==> config.mk <==
export PLATFORM = sky130hd
export DESIGN_NAME = color_sensor_emulator_flat
export DESIGN_NICKNAME = d
export VERILOG_FILES = /design/src/rtl/color_sensor_emulator_pkg.sv /design/src/rtl/color_sensor_emulator_if.sv /design/src/rtl/color_sensor_emulator_sync2.sv /design/src/rtl/color_sensor_emulator.sv /design/src/flat_wrapper.sv
export SDC_FILE = /design/constraint.sdc
export NUM_CORES = 1
export LEC_CHECK = 0
export ABC_AREA = 1
export BUFFER_PORTS_ARGS = -buffer_cell sky130_fd_sc_hd__buf_2
export CORE_AREA = 8 8 123 125
export DETAILED_ROUTE_END_ITERATION = 7
export DIE_AREA = 0 0 131 133
export SLEW_MARGIN = 20
export SYNTH_ARGS = -nofsm -noshare
export SYNTH_HDL_FRONTEND = slang
export SYNTH_SLANG_ARGS = --single-unit
==> constraint.sdc <==
create_clock -name clk -period 5 [get_ports clk]
set_clock_uncertainty 0.1 [all_clocks]
set_input_delay 0.5 -clock clk [delete_from_list [all_inputs] [get_ports clk]]
set_output_delay 0.5 -clock clk [all_outputs]
set_load 0.03 [all_outputs]
==> src/rtl/color_sensor_emulator_pkg.sv <==
// Shared colour-link constants: filter/scale codes, scale multipliers and FSM state encoding.
// Both this emulator and the colour reader import these so the two ends agree.
package colour_pkg;

  localparam int SETTLE_CYCLES_DEF = 8;
  localparam int LVL_W_DEF         = 8;
  localparam int CNT_W_DEF         = 14;

  localparam logic [1:0] FLT_RED   = 2'b00;
  localparam logic [1:0] FLT_BLUE  = 2'b01;
  localparam logic [1:0] FLT_CLEAR = 2'b10;
  localparam logic [1:0] FLT_GREEN = 2'b11;

  localparam logic [1:0] SCL_PWRDN  = 2'b00;
  localparam logic [1:0] SCL_2PCT   = 2'b01;
  localparam logic [1:0] SCL_20PCT  = 2'b10;
  localparam logic [1:0] SCL_100PCT = 2'b11;

  localparam logic [5:0] MULT_2PCT   = 6'd50;
  localparam logic [5:0] MULT_20PCT  = 6'd5;
  localparam logic [5:0] MULT_100PCT = 6'd1;

  typedef enum logic [1:0] {
    ST_PWRDN  = 2'd0,
    ST_SETTLE = 2'd1,
    ST_RUN    = 2'd2,
    ST_DARK   = 2'd3
  } state_e;

  function automatic logic [5:0] scale_mult(input logic [1:0] scl);
    case (scl)
      SCL_2PCT:   return MULT_2PCT;
      SCL_20PCT:  return MULT_20PCT;
      SCL_100PCT: return MULT_100PCT;
      default:    return 6'd0;
    endcase
  endfunction

endpackage

==> src/rtl/color_sensor_emulator_if.sv <==
// Sensor-side bundle of the colour link: select/enable lines from the reader,
// light-level programming inputs, and the emulated frequency output.
interface color_sensor_emulator_if #(
  parameter int LVL_W = 8
);
  logic             s0;
  logic             s1;
  logic             s2;
  logic             s3;
  logic             oe_n;
  logic [LVL_W-1:0] r_level;
  logic [LVL_W-1:0] g_level;
  logic [LVL_W-1:0] b_level;
  logic [LVL_W-1:0] c_level;
  logic             freq_out;
  logic [1:0]       filter_sel;

  modport master (
    output s0, s1, s2, s3, oe_n, r_level, g_level, b_level, c_level,
    input  freq_out, filter_sel
  );

  modport slave (
    input  s0, s1, s2, s3, oe_n, r_level, g_level, b_level, c_level,
    output freq_out, filter_sel
  );
endinterface

==> src/rtl/color_sensor_emulator_sync2.sv <==
// Two-flop synchroniser for a single asynchronous control line.
module sync2 (
  input  logic clk,
  input  logic rst,
  input  logic i_d,
  output logic o_q
);
  logic r_meta;
  logic r_sync;

  always_ff @(posedge clk or posedge rst) begin
    if (rst) begin
      r_meta <= 1'b0;
      r_sync <= 1'b0;
    end else begin
      r_meta <= i_d;
      r_sync <= r_meta;
    end
  end

  assign o_q = r_sync;
endmodule

==> src/rtl/color_sensor_emulator.sv <==
// TCS3200-style sensor model: decodes filter/scale selects and drives a 50%-duty
// square wave whose half-period is level*scale clk cycles.
module color_sensor_emulator
  import colour_pkg::*;
#(
  parameter int SETTLE_CYCLES = SETTLE_CYCLES_DEF,
  parameter int LVL_W         = LVL_W_DEF,
  parameter int CNT_W         = CNT_W_DEF
) (
  input logic                     clk,
  input logic                     rst,
  color_sensor_emulator_if.slave  bus
);
  localparam int SET_W = $clog2(SETTLE_CYCLES + 1);

  logic [4:0]       w_async;
  logic [4:0]       w_sync;
  logic [1:0]       w_scale;
  logic [1:0]       w_filt;
  logic             w_oe_n;
  logic [LVL_W-1:0] w_level;
  logic [CNT_W-1:0] w_hp;
  logic             w_changed;
  logic             w_settle_req;

  state_e           r_state, w_state_next;
  logic [1:0]       r_filt, w_filt_next;
  logic [1:0]       r_scale, w_scale_next;
  logic [SET_W-1:0] r_settle_cnt, w_settle_next;
  logic [CNT_W-1:0] r_cnt, w_cnt_next;
  logic [CNT_W-1:0] r_hp, w_hp_next;
  logic             r_freq, w_freq_next;

  assign w_async = {bus.oe_n, bus.s3, bus.s2, bus.s1, bus.s0};

  generate
    for (genvar gi = 0; gi < 5; gi++) begin : g_sync
      sync2 u_sync (
        .clk (clk),
        .rst (rst),
        .i_d (w_async[gi]),
        .o_q (w_sync[gi])
      );
    end
  endgenerate

  assign w_scale = {w_sync[0], w_sync[1]};
  assign w_filt  = {w_sync[2], w_sync[3]};
  assign w_oe_n  = w_sync[4];

  // Level follows the latched filter, so a filter change never leaks into the
  // running waveform before the settle interval has started.
  always_comb begin
    case (r_filt)
      FLT_RED:   w_level = bus.r_level;
      FLT_BLUE:  w_level = bus.b_level;
      FLT_CLEAR: w_level = bus.c_level;
      default:   w_level = bus.g_level;
    endcase
  end

  assign w_hp         = CNT_W'(w_level) * CNT_W'(scale_mult(r_scale));
  assign w_changed    = (w_filt != r_filt) || (w_scale != r_scale);
  assign w_settle_req = (w_scale != SCL_PWRDN) && ((r_state == ST_PWRDN) || w_changed);

  always_ff @(posedge clk or posedge rst) begin
    if (rst) begin
      r_state      <= ST_PWRDN;
      r_filt       <= 2'b00;
      r_scale      <= 2'b00;
      r_settle_cnt <= '0;
      r_cnt        <= '0;
      r_hp         <= '0;
      r_freq       <= 1'b0;
    end else begin
      r_state      <= w_state_next;
      r_filt       <= w_filt_next;
      r_scale      <= w_scale_next;
      r_settle_cnt <= w_settle_next;
      r_cnt        <= w_cnt_next;
      r_hp         <= w_hp_next;
      r_freq       <= w_freq_next;
    end
  end

  always_comb begin
    w_state_next  = r_state;
    w_filt_next   = r_filt;
    w_scale_next  = r_scale;
    w_settle_next = r_settle_cnt;
    w_cnt_next    = r_cnt;
    w_hp_next     = r_hp;
    w_freq_next   = r_freq;

    if (w_settle_req) begin
      w_state_next  = ST_SETTLE;
      w_filt_next   = w_filt;
      w_scale_next  = w_scale;
      w_settle_next = '0;
      w_freq_next   = 1'b0;
    end else if (w_scale == SCL_PWRDN) begin
      w_state_next = ST_PWRDN;
      w_freq_next  = 1'b0;
    end else begin
      case (r_state)
        ST_SETTLE: begin
          w_freq_next = 1'b0;
          if (r_settle_cnt == SET_W'(SETTLE_CYCLES - 1)) begin
            if (w_level == '0) begin
              w_state_next = ST_DARK;
            end else begin
              w_state_next = ST_RUN;
              w_freq_next  = 1'b1;
              w_cnt_next   = CNT_W'(1);
              w_hp_next    = w_hp;
            end
          end else begin
            w_settle_next = r_settle_cnt + SET_W'(1);
          end
        end
        ST_RUN: begin
          // Half-period is re-sampled only at edges so level updates never glitch.
          if (r_cnt == r_hp) begin
            if (w_level == '0) begin
              w_state_next = ST_DARK;
              w_freq_next  = 1'b0;
            end else begin
              w_freq_next = ~r_freq;
              w_cnt_next  = CNT_W'(1);
              w_hp_next   = w_hp;
            end
          end else begin
            w_cnt_next = r_cnt + CNT_W'(1);
          end
        end
        ST_DARK: begin
          w_freq_next = 1'b0;
          if (w_level != '0) begin
            w_state_next = ST_RUN;
            w_freq_next  = 1'b1;
            w_cnt_next   = CNT_W'(1);
            w_hp_next    = w_hp;
          end
        end
        default: begin
          w_freq_next = 1'b0;
        end
      endcase
    end
  end

  // Output enable only masks the pin; the waveform keeps its phase underneath.
  assign bus.freq_out   = r_freq & ~w_oe_n;
  assign bus.filter_sel = r_filt;
endmodule

==> src/flat_wrapper.sv <==
// flat-port wrapper written by rule: the top's interface ports become plain ports
module color_sensor_emulator_flat import colour_pkg::*;
#(
  parameter int SETTLE_CYCLES = SETTLE_CYCLES_DEF,
  parameter int LVL_W         = LVL_W_DEF,
  parameter int CNT_W         = CNT_W_DEF
)
  (clk, rst, bus_s0, bus_s1, bus_s2, bus_s3, bus_oe_n, bus_r_level, bus_g_level, bus_b_level, bus_c_level, bus_freq_out, bus_filter_sel);
  color_sensor_emulator_if #(.LVL_W(LVL_W)) bus_i ();
  input logic clk;
  input logic rst;
  input wire logic [$bits(bus_i.s0)-1:0] bus_s0;
  input wire logic [$bits(bus_i.s1)-1:0] bus_s1;
  input wire logic [$bits(bus_i.s2)-1:0] bus_s2;
  input wire logic [$bits(bus_i.s3)-1:0] bus_s3;
  input wire logic [$bits(bus_i.oe_n)-1:0] bus_oe_n;
  input wire logic [$bits(bus_i.r_level)-1:0] bus_r_level;
  input wire logic [$bits(bus_i.g_level)-1:0] bus_g_level;
  input wire logic [$bits(bus_i.b_level)-1:0] bus_b_level;
  input wire logic [$bits(bus_i.c_level)-1:0] bus_c_level;
  output wire logic [$bits(bus_i.freq_out)-1:0] bus_freq_out;
  output wire logic [$bits(bus_i.filter_sel)-1:0] bus_filter_sel;
  assign bus_i.s0 = bus_s0;
  assign bus_i.s1 = bus_s1;
  assign bus_i.s2 = bus_s2;
  assign bus_i.s3 = bus_s3;
  assign bus_i.oe_n = bus_oe_n;
  assign bus_i.r_level = bus_r_level;
  assign bus_i.g_level = bus_g_level;
  assign bus_i.b_level = bus_b_level;
  assign bus_i.c_level = bus_c_level;
  assign bus_freq_out = bus_i.freq_out;
  assign bus_filter_sel = bus_i.filter_sel;
  color_sensor_emulator #(.SETTLE_CYCLES(SETTLE_CYCLES), .LVL_W(LVL_W), .CNT_W(CNT_W)) u_core (.clk(clk), .rst(rst), .bus(bus_i));
endmodule
## After elaboration in Yosys (flattened, before gate mapping)

Index checks and enable logic that the tools add are counted.

| storage, ports and cells | value |
|---|---|
| input bits | 39 |
| logic and storage cells | 94 |
| output and inout bits | 3 |
| register bits after elaboration | 49 |

| operators by class | value |
|---|---|
| add/sub/neg operators | 2 |
| mux-type cells | 32 |
| multiply operators | 1 |
| bitwise gates (word level) | 5 |
| eq/ne operators | 21 |
| reductions and logical operators | 16 |

Operators with widths:

| cell | count |
|---|---|
| 2-to-1 mux 14 bit | 8 |
| one-hot mux 14 bit (3 select lines) | 2 |
| one-hot mux 8 bit (3 select lines) | 1 |
| one-hot mux 6 bit (3 select lines) | 1 |
| 2-to-1 mux 4 bit | 4 |
| inequality test 4 x 1 -> 1 bit (second input constant) | 4 |
| adder 14 x 1 -> 14 bit (second input constant) | 1 |
| equality test 14 bit | 1 |
| multiplier 8 x 6 -> 14 bit | 1 |
| 2-to-1 mux 2 bit | 6 |
| equality test 2 bit (second input constant) | 5 |
| inequality test 2 x 1 -> 1 bit (second input constant) | 5 |
| AND reduction 5 bit | 2 |
| zero test 8 bit | 1 |
| 2-to-1 mux 1 bit | 8 |
| nonzero test 8 bit | 1 |
| equality test 2 x 1 -> 1 bit (second input constant) | 3 |
| zero test 2 bit | 3 |
| one-hot mux 2 bit (3 select lines) | 1 |
| AND reduction 6 bit | 1 |
| nonzero test 5 bit | 1 |
| adder 4 x 1 -> 4 bit (second input constant) | 1 |
| equality test 4 x 3 -> 1 bit (second input constant) | 1 |
| inequality test 2 bit | 2 |
| other kinds (8) | 13 |

## Depth between registers and ports, before layout

| depth | value |
|---|---|
| depth after elaboration | 8 |
| gate-level depth with buffers | 20 |
| mapped depth without buffers | 19 |

## Hierarchy

From an unflattened synthesis, not the netlist that was laid out.

| unflattened totals | value |
|---|---|
| cells, all modules | 610 |
| area total of the unflattened synthesis | 4,410.5 sq um |

By module, submodules not included:

| module | area an instance (sq um) | seq. area each (sq um) | cells each | instances |
|---|---|---|---|---|
| color_sensor_emulator | 4,141.5 | 975.9 | 595 | 1 |
| sync2 | 53.8 | 50.0 | 3 | 5 |

## Worst setup path before layout

Ideal clock, no wire load.

| timing | value |
|---|---|
| path type | register -> register |
| start | register u_core.r_filt[0], in the netlist u_core.bus.filter_sel[0] |
| end | register u_core.r_hp[11] |
| arrival time | 4.071 ns |
| library setup time | 0.076 ns |
| stages on the path, launching flop included | 19 |
| clock period less this slack | 4.247 ns |
| required time | 4.824 ns |
| slack | 0.753 ns |
| buffers on the path | 1 |
| cells stage by stage | dfrtp_1 buf_6 nor2_2 nand2_1 nand3_1 nand2_1 nor2_1 inv_1 fa_1 fa_1 fa_1 inv_1 ha_1 a21oi_1 o21ai_0 a21oi_1 o21ai_0 xor2_1 o21ai_1 |

| on the way | value |
|---|---|
| cells in the longest elaborated chain, start to end | 6 |
| elaborated cells on any way between the ends | 19 |
| those cells by class | mul (1); eq/ne (4); mux (6); bitwise (1); reduce/logical (7) |

RTL lines:

| item | RTL line | RTL |
|---|---|---|
| from (decl) | color_sensor_emulator.sv:27 | `logic [1:0] r_filt, w_filt_next;` |
| from (signal assigned) | color_sensor_emulator.sv:77 | `r_filt <= w_filt_next;` |
| equality test 2 bit (tied with other cells) | color_sensor_emulator.sv:54 | `case (r_filt)` |
| one-hot mux 8 bit (3 select lines) / logical OR 1 bit (equally long branches) | color_sensor_emulator.sv:54, color_sensor_emulator.sv:63 |  |
| multiplier 8 x 6 -> 14 bit (tied with other cells) | color_sensor_emulator.sv:62 | `assign w_hp = CNT_W'(w_level) * CNT_W'(scale_mult(r_scale));` |
| 2-to-1 mux 14 bit / logical AND 1 bit (equally long branches) | color_sensor_emulator.sv:109, color_sensor_emulator.sv:124, color_sensor_emulator.sv:64 |  |
| 2-to-1 mux 14 bit (tied with other cells) | color_sensor_emulator.sv:123 | `if (r_cnt == r_hp) begin` |
| one-hot mux 14 bit (3 select lines) / AND reduction 6 bit (equally long branches) | -- |  |
| to (signal assigned) | color_sensor_emulator.sv:81 | `r_hp <= w_hp_next;` |
| to (decl) | color_sensor_emulator.sv:31 | `logic [CNT_W-1:0] r_hp, w_hp_next;` |

Parallel ways exist; a longest one is shown, timed or not. The select of a mux whose other input is x is not followed.
A chain may end at the register's enable or synchronous reset.

## Final worst setup path

| timing | value |
|---|---|
| start | register u_core.r_filt[1], in the netlist u_core.bus.filter_sel[1] |
| end | register u_core.r_hp[11] |

Same word-level chain as after synthesis.

==> impl_metrics.json <==
{
  "run_status": "completed",
  "relSlewSlack": 0.421,
  "crit_required_ns": 5.10,
  "number_of_gates_resized_after_cts": 0,
  "clk_latency_ns": 0.29,
  "grt.overflow.total": 0,
  "rows": 42,
  "cts_post_setup_buffers_inserted": 0,
  "first_global_vias": 3964,
  "grt_pass1_wl_um": 18600,
  "finish.instance_area_um2": 4970,
  "grt_util_all_layers": 0.128,
  "ctsHtreeMaxLevel": 2,
  "final_antenna_net_count": 0,
  "comb_power_share": 0.481,
  "clock_tree_from_tritoncts": "done",
  "clockBufferDepth": 2,
  "die_y_um": 133,
  "tns_ns": 0,
  "synth_cell_types": 41,
  "hpwl_um": 8300,
  "min_period_over_period": 0.901,
  "grt_antenna_before_repair": 0,
  "timing.final.ws_setup_ns": 0.496,
  "synthesis.area_um2": 4500,
  "start_util": 0.344,
  "final.fill_count": 1356,
  "drtPass1Iterations": 5,
  "slew_violations": 0,
  "async_reset_ff_frac": 1.00,
  "remaining_drc_errors": 0,
  "synth-seq-cells": 49,
  "layout-drive-gt1-share": 0.140,
  "multiInputGateArea_um2": 2850,
  "clkTransAtPathRegs_ns": 0.07,
  "dp_worst_setup_slack_ns": 0.486,
  "critPathMaxFanout": 12,
  "grt_start_max_net_pins": 50,
  "numPortBuffers": 41,
  "synth.yosys.seq_area_share": 0.272,
  "setup_viol": 0,
  "drt_wl_total_um": 10500,
  "yosys_most_used_dff": "sky130_fd_sc_hd__dfrtp_1",
  "max-cap-violations": 0,
  "power.net_switching_uw": 792,
  "setup.worst_path.end_class": "register",
  "placed_cells": 816,
  "power_report.internal_total_mw": 1.02,
  "synthesis.area_per_instance_um2": 7.35,
  "place_area_um2": 4830,
  "power_share_of_the_clock_group": 0.183,
  "final_critical_delay_including_setup_and_external_delays_ns": 4.50,
  "postSynthCellCount": 613,
  "cp_data_arrival_time_ns": 4.61,
  "edff_count_synth": 0,
  "ioPinCount": 42,
  "start_kind": "register",
  "hold_bufs_inserted_after_cts": 0,
  "detailedRoute.firstIterationViolations": 223,
  "clkSinkCount": 49,
  "ctsRootBufferMaster": "sky130_fd_sc_hd__clkbuf_16",
  "net_count_reported_at_finish": 734,
  "p_per_area_nw_per_um2": 365,
  "wire_per_inst_um": 12.7,
  "dr_total_vias": 3948,
  "rrSetupSlack_ns": 0.50,
  "finalWeightedCongestion": 0.922,
  "power.share.sequential": 0.337,
  "fmaxAchievable_mhz": 222,
  "syn_nets": 700,
  "seq_area_um2": 1230,
  "tightest_slew_ns": 0.867,
  "core_area_um2": 13100,
  "finish.cell_count_without_fillers": 824,
  "timing_worst_setup_path_type": "register to register",
  "leak_pwr_nw": 2.52,
  "drt-vias-per-instance": 4.79,
  "grt_setup_unrepaired": "no",
  "ant_cells": 0,
  "holdWs_ns": 0.214,
  "yosysWarningCount": 0,
  "floorplan.die_area_um2": 17400,
  "number_of_buffers_added_by_the_clock_tree_synthesis_step": 5,
  "dieWidth_um": 131,
  "hold_viol_final": 0,
  "holdCritPathClass": "input pin to register",
  "netSwitchingFraction": 0.436,
  "peakVddDrop_mv": 0.138,
  "synthToLayoutAreaGrowth_pct": 10.3
}
[path summary, 6_finish.rpt]
| kind | start | endpoint | cells after the start |
|---|---|---|---|
| min in group asynchronous | rst | u_core.g_sync[1].u_sync.o_q | 2 |
| worst max-delay path | u_core.bus.filter_sel[1] | u_core.r_hp[11] | 17 |
| worst min register to register | u_core.g_sync[4].u_sync.r_meta | u_core.g_sync[4].u_sync.o_q | 0 |
| worst min-delay path | bus_s2 | u_core.g_sync[2].u_sync.r_meta | 1 |
| worst max register to register | u_core.bus.filter_sel[1] | u_core.r_hp[11] | 17 |
| max in group asynchronous | rst | u_core.r_hp[5] | 2 |
[logic make-up after synthesis]
group                    share of synthesized area
buffers and inverters                       0.0958
flip-flops                                   0.272
XOR/XNOR                                    0.0622
AO/OA/AOI/OAI                               0.0906
AND/OR/NAND/NOR                              0.323
adder cells (fa/ha/maj)                      0.157
[state kept, by name, summed over array words and instances (netlist names)]
signal	flops
u_core.r_hp	14
u_core.r_state	2
u_core.r_cnt	14
u_core.r_settle_cnt	4
u_core.g_sync.u_sync.o_q	5
u_core.g_sync.u_sync.r_meta	5
u_core.r_scale	2
u_core.bus.filter_sel	2
u_core.r_freq	1
[synthesized netlist by cell type, drive strengths merged, types with 2 or more instances]
master | number | area [µm²]
a21oi | 20 | 115
buf | 10 | 88.8
clkbuf | 5 | 18.8
dfrtp | 49 | 1230
fa | 14 | 280
ha | 34 | 425
inv | 85 | 324
nand2 | 166 | 668
nand3 | 54 | 303
nand3b | 2 | 15.0
nand4 | 6 | 37.5
nor2 | 69 | 344
nor3 | 7 | 35.0
o21ai | 43 | 223
o22ai | 2 | 12.5
or2 | 8 | 50.1
xnor2 | 10 | 87.6
xor2 | 22 | 193
[worst max-delay path, cell delays in order (launching register included)]
cell	delay (ns)
sky130_fd_sc_hd__dfrtp_1	0.51
sky130_fd_sc_hd__inv_1	0.32
sky130_fd_sc_hd__nand3_1	0.11
sky130_fd_sc_hd__nand3_1	0.10
sky130_fd_sc_hd__nand2_1	0.11
sky130_fd_sc_hd__nor2_1	0.19
sky130_fd_sc_hd__inv_1	0.09
sky130_fd_sc_hd__fa_1	0.57
sky130_fd_sc_hd__fa_1	0.45
sky130_fd_sc_hd__fa_1	0.54
sky130_fd_sc_hd__inv_1	0.04
sky130_fd_sc_hd__ha_1	0.35
sky130_fd_sc_hd__a21oi_1	0.22
sky130_fd_sc_hd__o21ai_0	0.13
sky130_fd_sc_hd__a21oi_1	0.20
sky130_fd_sc_hd__o21ai_0	0.12
sky130_fd_sc_hd__xor2_1	0.16
sky130_fd_sc_hd__o21ai_1	0.12
[layer usage]
metal  global-route usage  wire (µm)  vias to the layer above
li1                     -          -                     2010
met1                0.181       5270                     1841
met2                0.201       4670                       89
met3               0.0213        452                        8
met4               0.0243         76                        0
met5                    0          0                        -
[cell usage in the layout (no fill, tap or decap), types with 2 or more instances in the layout]
cell type,netlist,layout
sky130_fd_sc_hd__a21oi_1,16,16
sky130_fd_sc_hd__a21oi_2,4,4
sky130_fd_sc_hd__buf_2,4,41
sky130_fd_sc_hd__clkbuf_16,0,5
sky130_fd_sc_hd__clkinv_2,0,3
sky130_fd_sc_hd__dfrtp_1,49,49
sky130_fd_sc_hd__fa_1,14,14
sky130_fd_sc_hd__ha_1,34,34
sky130_fd_sc_hd__inv_1,80,79
sky130_fd_sc_hd__inv_2,3,3
sky130_fd_sc_hd__inv_4,2,2
sky130_fd_sc_hd__nand2_1,152,152
sky130_fd_sc_hd__nand2_2,12,12
sky130_fd_sc_hd__nand2_4,2,2
sky130_fd_sc_hd__nand3_1,49,49
sky130_fd_sc_hd__nand3_2,4,4
sky130_fd_sc_hd__nand3b_1,2,2
sky130_fd_sc_hd__nand4_1,6,6
sky130_fd_sc_hd__nor2_1,58,58
sky130_fd_sc_hd__nor2_2,3,3
sky130_fd_sc_hd__nor2_4,6,6
sky130_fd_sc_hd__nor2_8,2,2
sky130_fd_sc_hd__nor3_1,7,7
sky130_fd_sc_hd__o21ai_0,25,25
sky130_fd_sc_hd__o21ai_1,16,16
sky130_fd_sc_hd__o21ai_2,2,2
sky130_fd_sc_hd__o22ai_1,2,2
sky130_fd_sc_hd__or2_0,2,2
sky130_fd_sc_hd__or2_1,6,6
sky130_fd_sc_hd__xnor2_1,10,10
sky130_fd_sc_hd__xor2_1,22,22
[stage by stage]
| step | util | power, mW |
|---|---|---|
| after global routing | 0.380 | 2.00 |
| after global placement | 0.369 | 1.47 |
| after CTS | 0.380 | 1.83 |
| after floorplan | - | 1.32 |
| after detailed placement | 0.369 | 1.49 |
| final | 0.380 | 1.82 |
[power by group through the flow]
stage	clock network [mW]	logic, mW	registers, mW
global route	0.356	1.02	0.627
detailed placement	0	0.870	0.617
floorplan	0	0.759	0.557
CTS	0.340	0.881	0.610
global placement	0	0.857	0.612
finish	0.332	0.873	0.611
[cell type report]
cell class,instances,share of cell area
Clock inverter,2,0.00201
Multi-Input combinational cell,464,0.573
Clock buffer,6,0.0259
Sequential cell,49,0.247
Tap cell,176,0.0443
Timing Repair Buffer,42,0.0428
Inverter,85,0.0655
No activity file was read; power rests on OpenSTA's default activity.
